[config.mk]
export PLATFORM = sky130hd
export DESIGN_NAME = rom_port_arbiter
export DESIGN_NICKNAME = d
export VERILOG_FILES = /design/src/rtl/rom_port_arbiter_pkg.sv /design/src/rtl/rom_port_arbiter_rr.sv /design/src/rtl/rom_port_arbiter.sv
export SDC_FILE = /design/constraint.sdc
export NUM_CORES = 1
export LEC_CHECK = 0
export BUFFER_PORTS_ARGS = -buffer_cell sky130_fd_sc_hd__buf_2
export CORE_ASPECT_RATIO = 1.5
export CORE_MARGIN = 4
export CORE_UTILIZATION = 43
export DETAILED_ROUTE_END_ITERATION = 8
export PLACE_DENSITY_LB_ADDON = 0.25
export SLEW_MARGIN = 20
export SYNTH_ARGS = -nofsm -noshare
export SYNTH_HDL_FRONTEND = slang
export SYNTH_HIERARCHICAL = 1
export SYNTH_SLANG_ARGS = --single-unit
[constraint.sdc]
create_clock -name clk -period 2.25 [get_ports clk]
set_clock_uncertainty 0.2 [all_clocks]
set_input_delay 0.3375 -clock clk [delete_from_list [all_inputs] [get_ports clk]]
set_output_delay 0.3375 -clock clk [all_outputs]
set_load 0.02 [all_outputs]
[src/rtl/rom_port_arbiter_pkg.sv]
// Shared encodings for the ROM port arbiter: FSM states, owner tags and the
// encoder busy-handshake timeout.
package rom_port_arbiter_pkg;

  typedef enum logic [1:0] {
    ST_IDLE      = 2'd0,
    ST_ISSUE     = 2'd1,
    ST_WAIT_BUSY = 2'd2,
    ST_WAIT_DONE = 2'd3
  } arb_state_e;

  // Cycles from one enc_request pulse to the re-pulse when busy never rises.
  localparam int BUSY_TIMEOUT = 8;
  localparam int TIMEOUT_W    = $clog2(BUSY_TIMEOUT);

  localparam logic OWNER_A = 1'b1;
  localparam logic OWNER_B = 1'b0;

endpackage

[src/rtl/rom_port_arbiter_rr.sv]
// Two-way grant decision: A has priority unless A held the previous grant
// and B is also eligible, which makes contended grants alternate.
module rr_arbiter_2
  import rom_port_arbiter_pkg::*;
(
  input  logic clk,
  input  logic reset_n,
  input  logic a_elig,
  input  logic b_elig,
  input  logic commit,
  output logic any_elig,
  output logic grant_a
);

  logic last_owner_q;
  logic last_owner_d;

  assign any_elig = a_elig | b_elig;
  assign grant_a  = a_elig & ~((last_owner_q == OWNER_A) & b_elig);

  always_comb begin
    last_owner_d = last_owner_q;
    if (commit && any_elig) begin
      last_owner_d = grant_a ? OWNER_A : OWNER_B;
    end
  end

  // Starting from "last = B" lets A win the first contended grant.
  always_ff @(posedge clk or negedge reset_n) begin
    if (!reset_n) begin
      last_owner_q <= OWNER_B;
    end else begin
      last_owner_q <= last_owner_d;
    end
  end

endmodule

[src/rtl/rom_port_arbiter.sv]
// Shares the ROM encoder port between the stream loader (writes, port A) and
// CPU instruction fetch (reads, port B) with a request/busy/done sequencer.
module rom_port_arbiter
  import rom_port_arbiter_pkg::*;
#(
  parameter int WORD_WIDTH    = 16,
  parameter int ADDRESS_WIDTH = 16
) (
  input  logic                     clk,
  input  logic                     reset_n,
  input  logic                     a_req,
  input  logic [ADDRESS_WIDTH-1:0] a_addr,
  input  logic [WORD_WIDTH-1:0]    a_wdata,
  input  logic                     a_lock,
  output logic                     a_ack,
  input  logic                     b_req,
  input  logic [ADDRESS_WIDTH-1:0] b_addr,
  output logic                     b_ack,
  output logic [WORD_WIDTH-1:0]    b_rdata,
  output logic                     cpu_hold,
  input  logic                     enc_initialized,
  input  logic                     enc_busy,
  output logic                     enc_request,
  output logic [ADDRESS_WIDTH-1:0] enc_address,
  output logic                     enc_write_enable,
  output logic [WORD_WIDTH-1:0]    enc_wdata,
  input  logic [WORD_WIDTH-1:0]    enc_rdata,
  output logic [ADDRESS_WIDTH:0]   load_count
);

  localparam int CNT_W = ADDRESS_WIDTH + 1;

  arb_state_e                 state_q, state_d;
  logic [TIMEOUT_W-1:0]       tmo_q, tmo_d;
  logic                       owner_q, owner_d;
  logic                       enc_request_q, enc_request_d;
  logic [ADDRESS_WIDTH-1:0]   enc_address_q, enc_address_d;
  logic                       enc_we_q, enc_we_d;
  logic [WORD_WIDTH-1:0]      enc_wdata_q, enc_wdata_d;
  logic                       a_ack_q, a_ack_d;
  logic                       b_ack_q, b_ack_d;
  logic [WORD_WIDTH-1:0]      b_rdata_q, b_rdata_d;
  logic [CNT_W-1:0]           load_count_q, load_count_d;

  logic grant_commit;
  logic any_elig;
  logic grant_a;

  rr_arbiter_2 u_rr (
    .clk      (clk),
    .reset_n  (reset_n),
    .a_elig   (a_req),
    .b_elig   (b_req & ~a_lock),
    .commit   (grant_commit),
    .any_elig (any_elig),
    .grant_a  (grant_a)
  );

  always_comb begin
    state_d       = state_q;
    tmo_d         = tmo_q;
    owner_d       = owner_q;
    enc_address_d = enc_address_q;
    enc_we_d      = enc_we_q;
    enc_wdata_d   = enc_wdata_q;
    a_ack_d       = 1'b0;
    b_ack_d       = 1'b0;
    b_rdata_d     = b_rdata_q;
    load_count_d  = load_count_q;
    grant_commit  = 1'b0;

    case (state_q)
      ST_IDLE: begin
        // The ack cycle is skipped: the requester still holds its req then.
        if (enc_initialized && !enc_busy && !a_ack_q && !b_ack_q && any_elig) begin
          grant_commit  = 1'b1;
          owner_d       = grant_a ? OWNER_A : OWNER_B;
          enc_address_d = grant_a ? a_addr : b_addr;
          enc_wdata_d   = grant_a ? a_wdata : '0;
          enc_we_d      = grant_a;
          state_d       = ST_ISSUE;
        end
      end
      ST_ISSUE: begin
        tmo_d   = '0;
        state_d = ST_WAIT_BUSY;
      end
      ST_WAIT_BUSY: begin
        if (enc_busy) begin
          state_d = ST_WAIT_DONE;
        end else if (tmo_q == TIMEOUT_W'(BUSY_TIMEOUT - 2)) begin
          state_d = ST_ISSUE;
        end else begin
          tmo_d = tmo_q + TIMEOUT_W'(1);
        end
      end
      ST_WAIT_DONE: begin
        if (!enc_busy) begin
          if (owner_q == OWNER_B) begin
            b_rdata_d = enc_rdata;
            b_ack_d   = 1'b1;
          end else begin
            a_ack_d = 1'b1;
            if (load_count_q != '1) begin
              load_count_d = load_count_q + CNT_W'(1);
            end
          end
          state_d = ST_IDLE;
        end
      end
      default: state_d = ST_IDLE;
    endcase

    enc_request_d = (state_d == ST_ISSUE);
  end

  always_ff @(posedge clk or negedge reset_n) begin
    if (!reset_n) begin
      state_q       <= ST_IDLE;
      tmo_q         <= '0;
      owner_q       <= OWNER_B;
      enc_request_q <= 1'b0;
      enc_address_q <= '0;
      enc_we_q      <= 1'b0;
      enc_wdata_q   <= '0;
      a_ack_q       <= 1'b0;
      b_ack_q       <= 1'b0;
      b_rdata_q     <= '0;
      load_count_q  <= '0;
    end else begin
      state_q       <= state_d;
      tmo_q         <= tmo_d;
      owner_q       <= owner_d;
      enc_request_q <= enc_request_d;
      enc_address_q <= enc_address_d;
      enc_we_q      <= enc_we_d;
      enc_wdata_q   <= enc_wdata_d;
      a_ack_q       <= a_ack_d;
      b_ack_q       <= b_ack_d;
      b_rdata_q     <= b_rdata_d;
      load_count_q  <= load_count_d;
    end
  end

  assign cpu_hold         = a_lock | ~enc_initialized;
  assign a_ack            = a_ack_q;
  assign b_ack            = b_ack_q;
  assign b_rdata          = b_rdata_q;
  assign enc_request      = enc_request_q;
  assign enc_address      = enc_address_q;
  assign enc_write_enable = enc_we_q;
  assign enc_wdata        = enc_wdata_q;
  assign load_count       = load_count_q;

endmodule

**Word-level counts from Yosys, hierarchy flattened**

Cells that the tools add are included.

- Flip-flop bits (word level): 76
- Input bits: 71
- Output and inout bits: 70
- Word-level logic and storage cells: 65

- Add/subtract/negate cells: 2
- Eq/ne operators: 8
- Multiplexer cells: 19
- Bitwise operators: 10
- Reductions and logical operators: 14

Operators by type and width:

| cell | count |
|---|---|
| $mux W16 | 2 |
| $add A17 B1 Y17 const B | 1 |
| $ne A17 B17 Y1 const B | 1 |
| $mux W1 | 9 |
| $mux W2 | 4 |
| $pmux W2 S4 | 1 |
| $mux W3 | 2 |
| $pmux W3 S2 | 1 |
| $reduce_and A3 Y1 | 2 |
| $logic_and A1 B1 Y1 | 5 |
| $not A1 Y1 | 5 |
| $eq A2 B1 Y1 const B | 2 |
| $eq A2 B2 Y1 const B | 2 |
| $ne A2 B2 Y1 const B | 2 |
| $reduce_and A4 Y1 | 1 |
| $add A3 B1 Y3 const B | 1 |
| $and A1 B1 Y1 | 3 |
| $eq A3 B3 Y1 const B | 1 |
| $logic_not A1 Y1 | 3 |
| $logic_not A2 Y1 | 1 |
| $or A1 B1 Y1 | 2 |
| $reduce_and A2 Y1 | 1 |
| $reduce_bool A2 Y1 | 1 |

**Logic depth before layout (Yosys ltp)**

Gate-level depths: netlist (run 1).

- Word-level depth: 8
- Depth in mapped cells: 9
- Gate-level depth less buffers: 9

**By module**

Netlist (run 1), hierarchy kept.

Modules (own cells, without submodules):

| module | times used | cells each | area an instance (um^2) | sequential area each (um^2) |
|---|---|---|---|---|
| rom_port_arbiter | 1 | 283 | 3195.6 | 1851.8 |
| rr_arbiter_2 | 1 | 5 | 50.0 | 25.0 |

**Worst setup path before layout (run 1)**

No wires, ideal clock.

- Kind: reg-to-reg
- Start point: register load_count_q[7] (netlist: load_count[7])
- End point: register load_count_q[13] (netlist: load_count[13])
- Setup time: 0.130 ns
- Arrival: 2.147 ns
- Data required time: 1.920 ns
- Path slack: -0.227 ns
- Stages on the path, launching flop included: 9
- Buffers on the path: 0
- Period minus slack after synthesis: 2.477 ns
- Cells stage by stage: dfrtp_1 and3_1 and4_1 and4_1 ha_1 nand2b_1 nor4_4 nand4_1 xnor2_1

- Cells in the longest elaborated chain, start to end: 2
- Elaborated cells on any way between the ends: 3
- Classes of those cells: add/sub (1); eq/ne (1); reduce/logical (1)

Ends and longest elaborated chain:

| item | line | RTL |
|---|---|---|
| from (decl) | rom_port_arbiter.sv:43 | `logic [CNT_W-1:0] load_count_q, load_count_d;` |
| from (signal assigned) | rom_port_arbiter.sv:141 | `load_count_q <= load_count_d;` |
| parallel branches: the longest is 2 deep, another holds $add A17 B1 Y17 | n/a |  |

Parallel ways; which one is timed is not known.
A chain may end at the register's enable or synchronous reset.

**Final worst setup path (run 1)**

- Start point: register load_count_q[6] (netlist: load_count[6])
- End point: register load_count_q[1] (netlist: load_count[1])

- Cells in the longest elaborated chain, start to end: 2

Ends and longest elaborated chain:

| item | line | RTL |
|---|---|---|
| $ne A17 B17 Y1 | rom_port_arbiter.sv:104 | `if (load_count_q != '1) begin` |
| $reduce_and A4 Y1 (no source line) | n/a |  |

Every way passes these cells.

==> qor.csv, run 1 <==
metric,value,unit
cts_sinks,75,
crit_fanout,3,
synth.yosys.warnings,6,
io_buffers,140,
drt-total-wl,7729,um
clock_path_buffers,2,
clk_pin_slew_worst_paths,0.08,ns
yosysUniqueCellTypes,32,
clock_latency,0.35,ns
ff2ff_setup_slack,0.03,ns
yosys_register_bits,75,
postPlaceCellArea,4179,um2
fin_total_pwr,5.032,mW
yosysTopAreaCell,dfrtp_1,
drt_iter0_drc,69,
routabilityCongestion,0.7882,
final_cell_count_no_fill,554,
min_period_over_period,0.9884,
die_y,114.4,um
grt_remaining_overflow,0,
synth_cells,288,
start_kind,flop,
p_per_area,1123,nW/um2
synth_area_per_cell,11.27,um2
antenna_found_initial,1,
setup_viol,0,
die_x,78.94,um
path_buf_inv,1,
path_cells,and3_4 > and4_1 > and4_1 > ha_2 > nand2b_4 > buf_4 > nor2_2 > mux2_2,
slew_violations,0,
yosysSeqAreaShare,0.5783,
fmax,0.4497,GHz
yosysMostFrequentCell,dfrtp_1,
synth_common_cells,"dfrtp_1, nand2_1, o21ai_0, mux2_2, mux2i_1",
fp.dieArea,9031,um2
grt.total_usage,0.1793,
start_util,0.4462,
fin_hold_ws,0.01891,ns
cpPeakStageDelay,0.40,ns
worstHoldPathCells,2,
place_ws,-0.008247,ns
crit_arrival,2.25,ns
grt_pass1_wl,12590,um
synth_nets,363,
cts_tree,done,
peakVddDrop,0.0007403,V
maxCapViolations,0,
drt_first_pass_iters,4,
routed_via_density,4.769,
drc,0,
netlist_area,3246,um2
placed_cells,529,
vias,2642,
grt_max_degree,47,
clockRootBuffer,clkbuf_8,
worst_r2r_path_depth,8,
ant_nets,0,
ys.flop_type,dfrtp_1,
fp.coreArea,7274,um2
syn_to_final_growth,38.13,%
dp_hpwl,5783,um
tightest_slew,0.3859,ns
hold_end,b_rdata[11]$_DFFE_PN0P_,
ctsHtreeMaxLevel,3,
synth_async_sr_flop_share,1.000,
relSlewSlack,0.7408,
grt_pass1_vias,2670,
r2r_end,load_count[1]$_DFFE_PN0P_,
wl_per_cell,13.95,um
critPathSlowestCell,dfrtp_2,
layout-drive-gt1-share,0.4714,
design_area,4483,um2
worst_slack,0.02606,ns
worst_r2r_startpoint,load_count[6]$_DFFE_PN0P_,
cp_top_family,simple AND/OR/NAND/NOR gates,
cp_common_cell,and4_1,
io-pin-count,141,
rsz0062_at_grt,true,
final_nets,524,
critPathKind,flop to flop,
cts_buffers,9,
min_period,2.224,ns
diodes,0,
synth_edf_count,0,
hp-start,enc_rdata[11],
cp-end-kind,flop,
hp-class,input pin to flop,
synthTopCellsByArea,"dfrtp_1, mux2_2, nand2_1",
cp_data_required_time,2.28,ns
status,"complete, no violations",
hold_violations,0,
synth_top_area_share,0.5783,
rows,38,
power.leakage,2.375,nW
-- cells in the final DEF (no fill, tap or decap), drive strengths merged, types with 5 or more instances in the layout --
cell type and count:
buf 161, dfrtp 75, nand2 54, o21ai 35
mux2 19, mux2i 16, clkbuf 15, xnor2 10
nor2 9, nand3 7, a21oi 6, inv 5
xor2 5
-- area by class of cell --
type                    instances  area [um2]
clock buffers                  15       186.4
clock inverters                 1       5.005
fillers                       627        2791
inverters                       5       18.77
multi-input cells             194        1350
flip-flops and latches         75        1882
well taps                     100       125.1
repair buffers                164       915.9
-- per-stage QoR --
step,setup TNS [ns],util
2_1_floorplan,0,-
4_1_cts,0,0.6084
3_3_place_gp,0,0.5745
5_1_grt,-0.4717,0.6163
6_report,0,0.6163
3_5_place_dp,-0.01678,0.5745
-- how the worst max path moves through the flow --
stage	startpoint	to	slack, ns	depth (start not counted)
detailed placement	load_count[7]$_DFFE_PN0P_	load_count[15]$_DFFE_PN0P_	-0.008	8
global placement	load_count[7]$_DFFE_PN0P_	load_count[15]$_DFFE_PN0P_	0.04	8
global route	load_count[6]$_DFFE_PN0P_	load_count[14]$_DFFE_PN0P_	-0.09	8
CTS	load_count[6]$_DFFE_PN0P_	load_count[13]$_DFFE_PN0P_	0.008	9
floorplan	load_count[7]$_DFFE_PN0P_	load_count[13]$_DFFE_PN0P_	0.01	8
finish	load_count[6]$_DFFE_PN0P_	load_count[1]$_DFFE_PN0P_	0.03	8
-- power by group --
group / total [mW] / switching, mW / internal, mW
registers: 2.12 / 0.298 / 1.82
clock network: 0.993 / 0.472 / 0.521
logic: 1.92 / 1.15 / 0.766
-- timing repair --
item | in CTS | in global routing
pin swaps | 5 | 5
resized for setup | 2 | 5
hold endpoints to repair | 30 | 1
endpoints found under the setup margin | 5 | 15
buffers inserted | 4 | 2
hold buffers | 2 | 1
-- cells by family (layout without fill, tap and decap cells) --
family | Yosys count | after routing | share of synthesized area
simple gates | 93 | 93 | 0.1457
flops | 75 | 75 | 0.5783
compound gates | 47 | 47 | 0.07633
mux | 35 | 35 | 0.1153
buf+inv | 19 | 185 | 0.02852
xor+xnor | 15 | 15 | 0.04048
fa+ha+maj | 4 | 4 | 0.01542
-- sequential cells by signal, indices dropped and copies added (netlist names), 2 cells and up --
| register | flops |
|---|---|
| load_count | 17 |
| tmo_q | 3 |
| b_rdata | 16 |
| enc_wdata | 16 |
| state_q | 2 |
| enc_address | 16 |
-- layer usage --
layer / routed length, um / part of all wire / vias to the layer above / global-route usage
met5: 13 / 0.0017 / - / 0
met3: 658 / 0.085 / 18 / 0.05512
li1: - / - / 1299 / -
met1: 3012 / 0.39 / 1225 / 0.2034
met2: 3865 / 0.50 / 98 / 0.3091
met4: 178 / 0.023 / 2 / 0.07913
-- worst reg2reg max path, cell delays in order, from the launching register on --
cell      delay, ns
dfrtp_2        0.40
and3_4         0.18
and4_1         0.18
and4_1         0.18
ha_2           0.16
nand2b_4       0.16
buf_4          0.15
nor2_2         0.15
mux2_2         0.35
No activity file was read; power rests on OpenSTA's default activity.
==> inputs of run 2 (changes only) <==
Settings changed: CORE_UTILIZATION 43 to 42, SYNTH_HIERARCHICAL 1 to unset.
==> run 2 against run 1 <==
Compared with the run above:
- first-iteration DRC count rose by 61%
- via count fell by 2.3%
- clock-buffer cell count fell by 3
- critical path depth rose by 1
- non-clock buffer count rose by 2
- sequential share of layout area rose by 0.58 points
- highest routed layer is now met4
- critical path type unchanged
- routed wire length rose by 5.9%
==> qor.csv, run 2 <==
metric,value,unit,change
routed_via_density,5.053,,was 4.769
die_x,79.11,um,was 78.94 um
relSlewSlack,0.5890,,was 0.7408
final_nets,481,,was 524
antenna_found_initial,0,,was 1
die_y,114.7,um,was 114.4 um
worst_slack,0.1492,ns,was 0.02606 ns
start_util,0.4351,,was 0.4462
multi_input_area,1221,um2,was 1350 um2
yosysTopAreaCell,dfrtp_1,,unchanged
clock_latency,0.35,ns,about the same
cts_buffers,9,,unchanged
drt-total-wl,8184,um,was 7729 um
io_buffers,140,,unchanged
dp_hpwl,5838,um,was 5783 um
min_period,2.101,ns,was 2.224 ns
io-pin-count,141,,unchanged
p_per_area,1205,nW/um2,was 1123 nW/um2
place_ws,0.05743,ns,was -0.008247 ns
placed_cells,479,,was 529
wl_per_cell,16.02,um,was 13.95 um
cts_sinks,75,,unchanged
fp.dieArea,9071,um2,was 9031 um2
clock_path_buffers,2,,unchanged
critPathSlowestCell,dfrtp_2,,unchanged
mostFrequentLayoutCells,"buf_2, dfrtp_1, o22ai_1",,"was buf_2, dfrtp_1, nand2_1"
power_switching,1.949,mW,was 1.924 mW
routabilityCongestion,0.8355,,was 0.7882
yosysUniqueCellTypes,41,,was 32
synth_top_area_share,0.5892,,was 0.5783
start_kind,flop,,unchanged
grt_remaining_overflow,0,,unchanged
clk_pin_slew_worst_paths,0.07,ns,was 0.08 ns
cp_data_required_time,2.27,ns,was 2.28 ns
critPathKind,flop to flop,,unchanged
diodes,0,,unchanged
ctsHtreeMaxLevel,3,,unchanged
vias,2582,,was 2642
synth_cells,242,,was 288
synthTopCellsByArea,"dfrtp_1, a22o_1, a2bb2oi_1",,"was dfrtp_1, mux2_2, nand2_1"
drc,0,,unchanged
synth_common_cells,"dfrtp_1, o22ai_1, a22o_1, a2bb2oi_1, mux2_2",,"was dfrtp_1, nand2_1, o21ai_0, mux2_2, mux2i_1"
netlist_area,3186,um2,was 3246 um2
ant_nets,0,,unchanged
p_int,3.369,mW,was 3.108 mW
fin_total_pwr,5.319,mW,was 5.032 mW
synth.yosys.warnings,0,,was 6
grt_max_degree,59,,was 47
largest_reg_flops,17,,unchanged
p_comb_frac,0.375,,was 0.382
hold_violations,0,,unchanged
slew_violations,0,,unchanged
cp-end-kind,flop,,unchanged
rsz0062_at_grt,false,,was true
pwr-share-seq,0.406,,was 0.421
peakVddDrop,0.0007368,V,was 0.0007403 V
crit_arrival,2.13,ns,was 2.25 ns
power.leakage,2.267,nW,was 2.375 nW
drt_iter0_drc,111,,was 69
rows,38,,unchanged
min_period_over_period,0.9337,,was 0.9884
maxCapViolations,0,,unchanged
synth_async_sr_flop_share,1.000,,unchanged
yosysSeqAreaShare,0.5892,,was 0.5783
pwr-share-clk,0.219,,was 0.197
fp.coreArea,7322,um2,was 7274 um2
synth_nets,317,,was 363
layout_commonest_cell,buf_2,,unchanged
syn_to_final_growth,38.53,%,was 38.13%
final_cell_count_no_fill,511,,was 554
seq_area,1878,um2,was 1882 um2
cpPeakStageDelay,0.44,ns,was 0.40 ns
status,"complete, no violations",,unchanged
setup_viol,0,,unchanged
clockRootBuffer,clkbuf_8,,unchanged
grt_pass1_vias,2727,,was 2670
fillers,645,,was 627
ys.flop_type,dfrtp_1,,unchanged
synth_area_per_cell,13.16,um2,was 11.27 um2
path_cells,ha_4 > nand2_1 > nor2_1 > and3_1 > ha_2 > nand4b_1 > nor4_2 > nand3_1 > xnor2_1,,was and3_4 > and4_1 > and4_1 > ha_2 > nand2b_4 > buf_4 > nor2_2 > mux2_2
fmax,0.4760,GHz,was 0.4497 GHz
fin_hold_ws,0.01833,ns,was 0.01891 ns
drt_first_pass_iters,4,,unchanged
grt.total_usage,0.1875,,was 0.1793
final.setup.tns,0,ns,unchanged
tightest_slew,0.6164,ns,was 0.3859 ns
yosysMostFrequentCell,dfrtp_1,,unchanged
crit_fanout,5,,was 3
cts_tree,done,,unchanged
layout-drive-gt1-share,0.4623,,was 0.4714
swShare,0.3665,,was 0.3824
yosys_register_bits,75,,unchanged
synth_edf_count,0,,unchanged
grt_pass1_wl,13210,um,was 12590 um
hp-class,input pin to flop,,unchanged
==> run 2: changes by cell type in the layout (fill, tap and decap cells not counted), moves of 5 or more <==
cell           change
nand2_1           -45
o21ai_0           -34
a22o_1            +16
a2bb2oi_1         +16
mux2i_1           -16
o22ai_1           +16
dlygate4sd3_1     +12
buf_4             -10
mux2_1             +9
mux2_2             -9
nand3_1            +5
==> run 2: cell families (layout without fill, tap and decap cells) <==
group                    Yosys count  count (layout)  share of synthesized area
flip-flops                        75              75                     0.5892
AND/OR/NAND/NOR                   51              51                    0.09858
buffers and inverters             17             186                    0.03849
multiplexers                      19              19                    0.06717
XOR/XNOR                          15              15                    0.04124
adder cells (fa/ha/maj)            4               4                    0.01571
AO/OA/AOI/OAI                     61              61                     0.1496
==> run 2: path summary, 6_finish.rpt <==
check                                     startpoint                    endpoint  slack, ns  depth (start not counted)
min in group asynchronous                    reset_n        tmo_q[2]$_DFFE_PN0P_       0.27                          2
max                        load_count[1]$_DFFE_PN0P_  load_count[11]$_DFFE_PN0P_       0.15                          9
min reg2reg                   b_rdata[7]$_DFFE_PN0P_      b_rdata[7]$_DFFE_PN0P_       0.28                          1
max reg2reg                load_count[1]$_DFFE_PN0P_  load_count[11]$_DFFE_PN0P_       0.15                          9
max in group asynchronous                    reset_n   load_count[1]$_DFFE_PN0P_       0.91                          3
min                                      a_wdata[11]   enc_wdata[11]$_DFFE_PN0P_       0.02                          2
==> run 2: critical path: cells and delay by family, from the launching register on <==
kind / cells / cell delay [ns]
XOR/XNOR: 1 / 0.15
adder cells (fa/ha/maj): 2 / 0.38
flip-flops: 1 / 0.44
AND/OR/NAND/NOR: 6 / 0.82
==> run 2: what timing repair did <==
| item | CTS | global route |
|---|---|---|
| gates resized for setup | 0 | 7 |
| buffers inserted | 0 | 1 |
| hold endpoints to repair | 31 | 0 |
| endpoints found under the setup margin | 0 | 5 |
| hold buffers | 15 | 0 |
==> run 2: metal layers <==
layer	share of wire	GRT usage	routed length, um	vias to the layer above
met5	0	0	0	-
met4	0.020	0.07569	165	0
met3	0.063	0.04252	519	12
met2	0.50	0.3234	4117	98
met1	0.41	0.2244	3382	1253
li1	-	-	-	1219
==> run 2: area by class of cell <==
type                    count  area share
inverters                   4    0.003402
flip-flops and latches     75      0.4256
well taps                 100     0.02835
clock inverters             4     0.01644
clock buffers              12     0.03516
repair buffers            166      0.2143
multi-input cells         150      0.2767
==> run 2: through the flow <==
| step | util | instance area [um2] |
|---|---|---|
| 6_report | 0.6027 | 4413 |
| 5_1_grt | 0.6027 | 4413 |
| 3_5_place_dp | 0.5451 | 3991 |
| 2_1_floorplan | - | 3186 |
| 3_3_place_gp | 0.5451 | 3991 |
| 4_1_cts | 0.5967 | 4369 |
==> run 2: power by group through the flow <==
stage          Clock, mW  Sequential (mW)  Combinational, mW
6_report            1.17             2.16               1.99
2_1_floorplan          0             2.67              0.729
3_3_place_gp           0             2.14               1.94
3_5_place_dp           0             2.17               1.97
5_1_grt             1.25             2.23               2.16
4_1_cts             1.20             2.14               2.00
